===== src/rtl/lcd_frame_streamer_pkg.sv =====
// Shared widths, command encodings and FSM states for the LCD frame streamer.
// Mirrors the lcd.vh directive values so the streamer can be built standalone.
package lcd_frame_streamer_pkg;

    localparam int LCD_DATA_BIT_WIDTH              = 8;
    localparam int LCD_ROW_COUNT_BIT_WIDTH         = 6;
    localparam int LCD_ADDR_Y_COUNT_BIT_WIDTH      = 7;
    localparam int LCD_ADDR_X_COUNT_BIT_WIDTH      = 3;
    localparam int LCD_DATA_ACTION_COUNT_BIT_WIDTH = 3;
    localparam int LCD_FB_ADDR_BIT_WIDTH           = 10;
    localparam int LCD_PAGE_COUNT                  = 8;
    localparam int LCD_COL_COUNT                   = 128;

    typedef enum logic [LCD_DATA_ACTION_COUNT_BIT_WIDTH-1:0] {
        LCD_DATA_ACTION_WRITE_DATA               = 3'd0,
        LCD_DATA_ACTION_WRITE_DISPLAY_START_LINE = 3'd1,
        LCD_DATA_ACTION_WRITE_ADDR_X             = 3'd2,
        LCD_DATA_ACTION_WRITE_ADDR_Y             = 3'd3,
        LCD_DATA_ACTION_DISPLAY_ON               = 3'd4,
        LCD_DATA_ACTION_DISPLAY_OFF              = 3'd5
    } lcd_action_e;

    typedef enum logic [2:0] {
        ST_IDLE    = 3'd0,
        ST_FETCH   = 3'd1,
        ST_LATCH   = 3'd2,
        ST_PRESENT = 3'd3,
        ST_ACK     = 3'd4,
        ST_DRAIN   = 3'd5,
        ST_SCROLL  = 3'd6,
        ST_DONE    = 3'd7
    } state_e;

    // Frame-buffer address is page-major: {page[2:0], col[6:0]}.
    function automatic logic [LCD_FB_ADDR_BIT_WIDTH-1:0] fb_addr(
        input logic [LCD_ADDR_X_COUNT_BIT_WIDTH-1:0] page,
        input logic [LCD_ADDR_Y_COUNT_BIT_WIDTH-1:0] col
    );
        return {page, col};
    endfunction

endpackage


===== src/rtl/lcd_frame_streamer_if.sv =====
// Frame-buffer read port plus encoder command handshake, grouped as one bundle.
// master = streamer side, slave = encoder / frame-buffer RAM side.
interface lcd_frame_streamer_if
    import lcd_frame_streamer_pkg::*;
();
    logic [LCD_FB_ADDR_BIT_WIDTH-1:0]      fb_rd_addr;
    logic                                  fb_rd_en;
    logic [LCD_DATA_BIT_WIDTH-1:0]         fb_rd_data;
    logic [LCD_DATA_BIT_WIDTH-1:0]         data_write;
    logic [LCD_ROW_COUNT_BIT_WIDTH-1:0]    start_line_write;
    logic [LCD_ADDR_Y_COUNT_BIT_WIDTH-1:0] addr_y;
    logic [LCD_ADDR_X_COUNT_BIT_WIDTH-1:0] addr_x;
    lcd_action_e                           data_action;
    logic                                  data_busy;
    logic                                  instr_busy;

    modport master (
        output fb_rd_addr, fb_rd_en,
        output data_write, start_line_write, addr_y, addr_x, data_action, data_busy,
        input  fb_rd_data, instr_busy
    );

    modport slave (
        input  fb_rd_addr, fb_rd_en,
        input  data_write, start_line_write, addr_y, addr_x, data_action, data_busy,
        output fb_rd_data, instr_busy
    );
endinterface


===== src/rtl/lcd_busy_sync.sv =====
// Multi-flop synchroniser bringing the encoder's instr_busy into clk_ctrl.
// Resets to 0 so the streamer sees an idle encoder out of reset.
module lcd_busy_sync #(
    parameter int SYNC_STAGES = 2
) (
    input  logic clk,
    input  logic rst_n,
    input  logic d,
    output logic q
);

    logic [SYNC_STAGES-1:0] sync_q;

    always_ff @(posedge clk or negedge rst_n) begin
        if (!rst_n) begin
            sync_q <= '0;
        end else begin
            sync_q[0] <= d;
            for (int i = 1; i < SYNC_STAGES; i++) begin
                sync_q[i] <= sync_q[i-1];
            end
        end
    end

    assign q = sync_q[SYNC_STAGES-1];

endmodule


===== src/rtl/lcd_frame_streamer.sv =====
// Walks the 1024-byte page-major frame buffer and hands each byte to the LCD
// encoder as a WRITE_DATA command, optionally followed by a scroll command.
module lcd_frame_streamer
    import lcd_frame_streamer_pkg::*;
#(
    parameter int SYNC_STAGES = 2,
    parameter int SCROLL_STEP = 1
) (
    input  logic                        clk_ctrl,
    input  logic                        reset_n,
    input  logic                        frame_start,
    input  logic                        scroll_en,
    output logic                        busy,
    output logic                        frame_done,
    lcd_frame_streamer_if.master        bus
);

    localparam logic [LCD_ROW_COUNT_BIT_WIDTH-1:0] STEP = LCD_ROW_COUNT_BIT_WIDTH'(SCROLL_STEP);

    state_e                           state;
    logic [LCD_FB_ADDR_BIT_WIDTH-1:0] pos;
    logic [LCD_FB_ADDR_BIT_WIDTH-1:0] next_pos;
    logic                             last_byte;
    logic                             scroll_lat;
    logic                             scroll_cmd;
    logic                             ib;

    lcd_busy_sync #(
        .SYNC_STAGES (SYNC_STAGES)
    ) u_busy_sync (
        .clk   (clk_ctrl),
        .rst_n (reset_n),
        .d     (bus.instr_busy),
        .q     (ib)
    );

    // pos is {page, col}; one linear counter gives the col wrap -> page step for free.
    assign next_pos  = pos + LCD_FB_ADDR_BIT_WIDTH'(1);
    assign last_byte = (pos == '1);

    always_ff @(posedge clk_ctrl or negedge reset_n) begin
        if (!reset_n) begin
            state                <= ST_IDLE;
            busy                 <= 1'b0;
            frame_done           <= 1'b0;
            pos                  <= '0;
            scroll_lat           <= 1'b0;
            scroll_cmd           <= 1'b0;
            bus.fb_rd_en         <= 1'b0;
            bus.fb_rd_addr       <= '0;
            bus.data_write       <= '0;
            bus.start_line_write <= '0;
            bus.addr_y           <= '0;
            bus.addr_x           <= '0;
            bus.data_action      <= LCD_DATA_ACTION_WRITE_DATA;
            bus.data_busy        <= 1'b1;
        end else begin
            frame_done   <= 1'b0;
            bus.fb_rd_en <= 1'b0;
            case (state)
                ST_IDLE: begin
                    if (frame_start) begin
                        busy           <= 1'b1;
                        scroll_lat     <= scroll_en;
                        scroll_cmd     <= 1'b0;
                        pos            <= '0;
                        bus.fb_rd_en   <= 1'b1;
                        bus.fb_rd_addr <= fb_addr('0, '0);
                        state          <= ST_FETCH;
                    end
                end
                // Read strobe is high during FETCH; RAM data is valid in LATCH.
                ST_FETCH: state <= ST_LATCH;
                ST_LATCH: begin
                    bus.data_write  <= bus.fb_rd_data;
                    bus.addr_x      <= pos[LCD_FB_ADDR_BIT_WIDTH-1 -: LCD_ADDR_X_COUNT_BIT_WIDTH];
                    bus.addr_y      <= pos[LCD_ADDR_Y_COUNT_BIT_WIDTH-1:0];
                    bus.data_action <= LCD_DATA_ACTION_WRITE_DATA;
                    state           <= ST_PRESENT;
                end
                ST_PRESENT: begin
                    if (!ib) begin
                        bus.data_busy <= 1'b0;
                        state         <= ST_ACK;
                    end
                end
                ST_ACK: begin
                    if (ib) begin
                        bus.data_busy <= 1'b1;
                        state         <= ST_DRAIN;
                    end
                end
                ST_DRAIN: begin
                    if (!ib) begin
                        if (scroll_cmd) begin
                            state <= ST_DONE;
                        end else if (last_byte) begin
                            state <= scroll_lat ? ST_SCROLL : ST_DONE;
                        end else begin
                            pos            <= next_pos;
                            bus.fb_rd_en   <= 1'b1;
                            bus.fb_rd_addr <= next_pos;
                            state          <= ST_FETCH;
                        end
                    end
                end
                ST_SCROLL: begin
                    bus.start_line_write <= bus.start_line_write - STEP;
                    bus.data_action      <= LCD_DATA_ACTION_WRITE_DISPLAY_START_LINE;
                    bus.addr_y           <= '0;
                    bus.addr_x           <= '0;
                    bus.data_write       <= '0;
                    scroll_cmd           <= 1'b1;
                    state                <= ST_PRESENT;
                end
                ST_DONE: begin
                    frame_done <= 1'b1;
                    busy       <= 1'b0;
                    state      <= ST_IDLE;
                end
                default: state <= ST_IDLE;
            endcase
        end
    end

endmodule


===== src/flat_wrapper.sv =====
// flat-port wrapper written by rule: the top's interface ports become plain ports
module lcd_frame_streamer_flat import lcd_frame_streamer_pkg::*;
#(
    parameter int SYNC_STAGES = 2,
    parameter int SCROLL_STEP = 1
)
  (clk_ctrl, reset_n, frame_start, scroll_en, busy, frame_done, bus_fb_rd_addr, bus_fb_rd_en, bus_data_write, bus_start_line_write, bus_addr_y, bus_addr_x, bus_data_action, bus_data_busy, bus_fb_rd_data, bus_instr_busy);
  lcd_frame_streamer_if bus_i ();
  input  logic clk_ctrl;
  input  logic reset_n;
  input  logic frame_start;
  input  logic scroll_en;
  output logic busy;
  output logic frame_done;
  output wire logic [$bits(bus_i.fb_rd_addr)-1:0] bus_fb_rd_addr;
  output wire logic [$bits(bus_i.fb_rd_en)-1:0] bus_fb_rd_en;
  output wire logic [$bits(bus_i.data_write)-1:0] bus_data_write;
  output wire logic [$bits(bus_i.start_line_write)-1:0] bus_start_line_write;
  output wire logic [$bits(bus_i.addr_y)-1:0] bus_addr_y;
  output wire logic [$bits(bus_i.addr_x)-1:0] bus_addr_x;
  output wire logic [$bits(bus_i.data_action)-1:0] bus_data_action;
  output wire logic [$bits(bus_i.data_busy)-1:0] bus_data_busy;
  input wire logic [$bits(bus_i.fb_rd_data)-1:0] bus_fb_rd_data;
  input wire logic [$bits(bus_i.instr_busy)-1:0] bus_instr_busy;
  assign bus_fb_rd_addr = bus_i.fb_rd_addr;
  assign bus_fb_rd_en = bus_i.fb_rd_en;
  assign bus_data_write = bus_i.data_write;
  assign bus_start_line_write = bus_i.start_line_write;
  assign bus_addr_y = bus_i.addr_y;
  assign bus_addr_x = bus_i.addr_x;
  assign bus_data_action = bus_i.data_action;
  assign bus_data_busy = bus_i.data_busy;
  assign bus_i.fb_rd_data = bus_fb_rd_data;
  assign bus_i.instr_busy = bus_instr_busy;
  lcd_frame_streamer #(.SYNC_STAGES(SYNC_STAGES), .SCROLL_STEP(SCROLL_STEP)) u_core (.clk_ctrl(clk_ctrl), .reset_n(reset_n), .frame_start(frame_start), .scroll_en(scroll_en), .busy(busy), .frame_done(frame_done), .bus(bus_i));
endmodule

===== config.mk =====
export PLATFORM = sky130hd
export DESIGN_NAME = lcd_frame_streamer_flat
export DESIGN_NICKNAME = d
export VERILOG_FILES = /design/src/rtl/lcd_frame_streamer_pkg.sv /design/src/rtl/lcd_frame_streamer_if.sv /design/src/rtl/lcd_busy_sync.sv /design/src/rtl/lcd_frame_streamer.sv /design/src/flat_wrapper.sv
export SDC_FILE = /design/constraint.sdc
export NUM_CORES = 1
export LEC_CHECK = 0
export BUFFER_PORTS_ARGS = -buffer_cell sky130_fd_sc_hd__clkbuf_2
export CELL_PAD_IN_SITES_DETAIL_PLACEMENT = 1
export CELL_PAD_IN_SITES_GLOBAL_PLACEMENT = 2
export CORE_UTILIZATION = 30
export CTS_BUF_LIST = sky130_fd_sc_hd__clkbuf_2
export CTS_CLUSTER_SIZE = 25
export DETAILED_ROUTE_END_ITERATION = 16
export GPL_ROUTABILITY_DRIVEN = 1
export PLACE_DENSITY = 0.8
export SYNTH_ARGS = -nofsm -noshare
export SYNTH_HDL_FRONTEND = slang
export SYNTH_HIERARCHICAL = 1
export SYNTH_SLANG_ARGS = --single-unit

===== constraint.sdc =====
create_clock -name clk_ctrl -period 1.79 [get_ports clk_ctrl]
set_input_delay 0 -clock clk_ctrl [delete_from_list [all_inputs] [get_ports clk_ctrl]]
set_output_delay 0 -clock clk_ctrl [all_outputs]
set_load 0.01 [all_outputs]

==> qor.yml <==
cells_and_area:
  antennaDiodeCount: 0
  areaGrowthSynthToFinish_pct: 35.7
  fin_util_pct: 42.1
  final_cells: 402
  nets: 320
  layout-drive-gt1-share_pct: 34.0
place:
  place_congestion: 0.822
  dp_worst_setup_slack_ns: -0.00488
  placedCellCount: 379
  portBuffers: 51
  dp_hpwl_um: 3890
route:
  routed_wl_um: 5700
  dr.pass1.iters: 4
  top_layer: "met4"
  drcViolationCount: 0
  vias_per_cell: 4.67
  met1_length_um: 2880
  wl_met3_um: 272
  ant_nets: 0
  drtIter0Drc: 95
  dr_wl_met2_um: 2520
  wl_per_cell_um: 14.2
  vias: 1879
logic_synthesis:
  syn_area_um2: 2120
  synth_ff_type: "dfrtp_1"
  synth.avg_cell_area_um2: 9.78
  yosys.area.top_type: "dfrtp_1"
  synth_area_leaders: "dfrtp_1, nand2_1, o21ai_0, o31ai_1, xor2_1"
  synth_common_cells: "nand2_1, dfrtp_1, o21ai_0, inv_1, nor2_1"
  async_flop_share_pct: 100
  synth_top_area_share_pct: 53.1
  synth.distinct_cells: 44
  synth_warnings: 6
  synth_edf_count: 0
  syn-instance-count: 217
  ys_seq_elements: 46
  yosysMostFrequentCell: "nand2_1"
  ys_seq_area_share_pct: 54.3
clocking:
  path_clk_slew_ns: 0.24
  cts_max_level: 2
  root_buffer: "clkbuf_2"
  clock_latency_ns: 0.42
  numCtsBuffers: 5
  cts_buffer_depth: 2
  cts_sinks: 46
  cts_tree: "built"
sta:
  setup_viol: 0
  hold_violations: 0
  timing.fmax_mhz: 577
  worst_slew_pin_slew_ns: 0.597
  post-route-period-util_pct: 96.8
  setup_slack_ns: 0.0569
  period_needed_ns: 1.73
  rsz0062_at_grt: "true"
  skew_ns: 0.00408
  holdWs_ns: 0.168
  relSlewSlack_pct: 60.2
  drv_slew: 0
grt:
  antenna_found_initial: 0
  overflow: 0
  grt_pass1_vias: 1902
  grtUsageTotal_pct: 16.5
  grt_max_degree: 47
  grt_pass1_wl_um: 9600
power_and_ir_drop:
  powerDensity_nw_per_um2: 1270
  p_leak_nw: 1.41
  peakVddDrop_uv: 490
die:
  rows: 30
  core_um2: 6830
  io_pins: 54
  die_w_um: 86.1
  die_h_um: 86.1
  die_area_um2: 7410
  initial_core_util_pct: 31.1
setup_path:
  cp_data_arrival_time_ns: 2.10
  crit_fanout: 5
  critPathMaxStageDelay_ns: 0.51
  reg2reg_slack_ns: 0.06
  critPathRequiredTime_ns: 2.16
  crit_chain: "nor4b_4 > nor4_4 > or4_1 > a21oi_1"
  end_kind: "flip-flop"
  cp_slowest_cell: "dfrtp_2"
  path_class: "reg2reg"
  crit_path_start_kind: "flip-flop"
outcome:
  status: "finished, final reports clean"
min_path:
  hold_path.class: "in2async"
run:
  drv_cap: 0
==> metrics by stage <==
stage | area [µm²] | total power [mW] | TNS [ns]
floorplan | 2130 | 2.39 | 0
global placement | 2640 | 2.95 | 0
detailed placement | 2640 | 3.00 | -0.00694
CTS | 2830 | 3.65 | 0
global route | 2880 | 3.99 | -0.0742
finish | 2880 | 3.67 | 0
==> per-layer routing <==
metal,GRT usage (%),up-vias
li1,-,924
met1,23.2,902
met2,25.8,51
met3,3.46,2
met4,4.55,0
met5,0,-
==> final cells by class <==
class | instances | area, µm²
clock buffers | 6 | 30.0
repair buffers | 93 | 613
well taps | 96 | 120
inverters | 8 | 30.0
flip-flops and latches | 46 | 1160
fillers | 828 | 3950
multi-input cells | 151 | 892
clock inverters | 2 | 37.5
==> cell usage in the layout, fill, tap and decap left out, types with 5 or more instances in the layout <==
cell type      synthesis  final
clkbuf_2               0     57
nand2_1               51     51
dfrtp_1               45     42
buf_4                  2     29
o21ai_0               24     24
dlygate4sd3_1          0     12
inv_1                  8      8
nor2_1                 7      7
nand3_1                5      5
o31ai_1                5      5
a31oi_1                5      5
==> path summary, 6_finish.rpt <==
check,from,end,cells past startpoint
max,u_core/state[2],u_core/pos[3],4
min,reset_n,u_core/pos[4],3
max reg2reg,u_core/state[2],u_core/pos[3],4
min reg2reg,u_core/u_busy_sync/sync_q[0],u_core/u_busy_sync/sync_q[1],0
max in group asynchronous,reset_n,u_core/state[1],3
min in group clk_ctrl,bus_instr_busy,u_core/u_busy_sync/sync_q[0],2
==> worst max-delay path, delay by kind of cell (launching register included) <==
family	cells	cell delay, ns
AOI/OAI and AO/OA	1	0.17
DFF	1	0.51
and+or+nand+nor	3	1.00
==> registers in the layout (all words and copies together) (netlist names) <==
name / count
u_core/bus.addr_x: 3
u_core/bus.addr_y: 7
u_core/bus.data_action: 1
u_core/bus.data_busy: 1
u_core/bus.data_write: 8
u_core/bus.fb_rd_en: 1
u_core/bus.start_line_write: 6
u_core/busy: 1
u_core/frame_done: 1
u_core/pos: 10
u_core/scroll_cmd: 1
u_core/scroll_lat: 1
u_core/state: 3
u_core/u_busy_sync/sync_q: 2
==> cell families (layout without fill, tap and decap cells) <==
logic type                 count (synthesis)  count (layout)  share of synthesized area (%)
DFF                                       46              46                           54.3
and+or+nand+nor                           91              91                           22.0
muxes                                      3               3                           1.47
AOI/OAI and AO/OA                         47              47                           13.1
xor gates and xnor gates                   6               6                           2.48
other                                      1               2                          0.177
adders and majority gates                  2               2                           1.18
buffers and inverters                     21             109                           5.25
==> repair_timing <==
item	CTS	global route
setup buffers	0	3
hold endpoints to repair	56	0
gates resized for setup	3	7
setup endpoints to repair	5	8
pin swaps	0	1
hold buffers	12	0
==> where the power goes <==
| group | internal, mW | switching, mW | leakage, nW |
|---|---|---|---|
| Sequential | 1.32 | 0.239 | 0.597 |
| Combinational | 0.660 | 0.856 | 0.775 |
| Clock | 0.241 | 0.349 | 0.0392 |
Note: power is estimated with default switching activity, not from simulation.
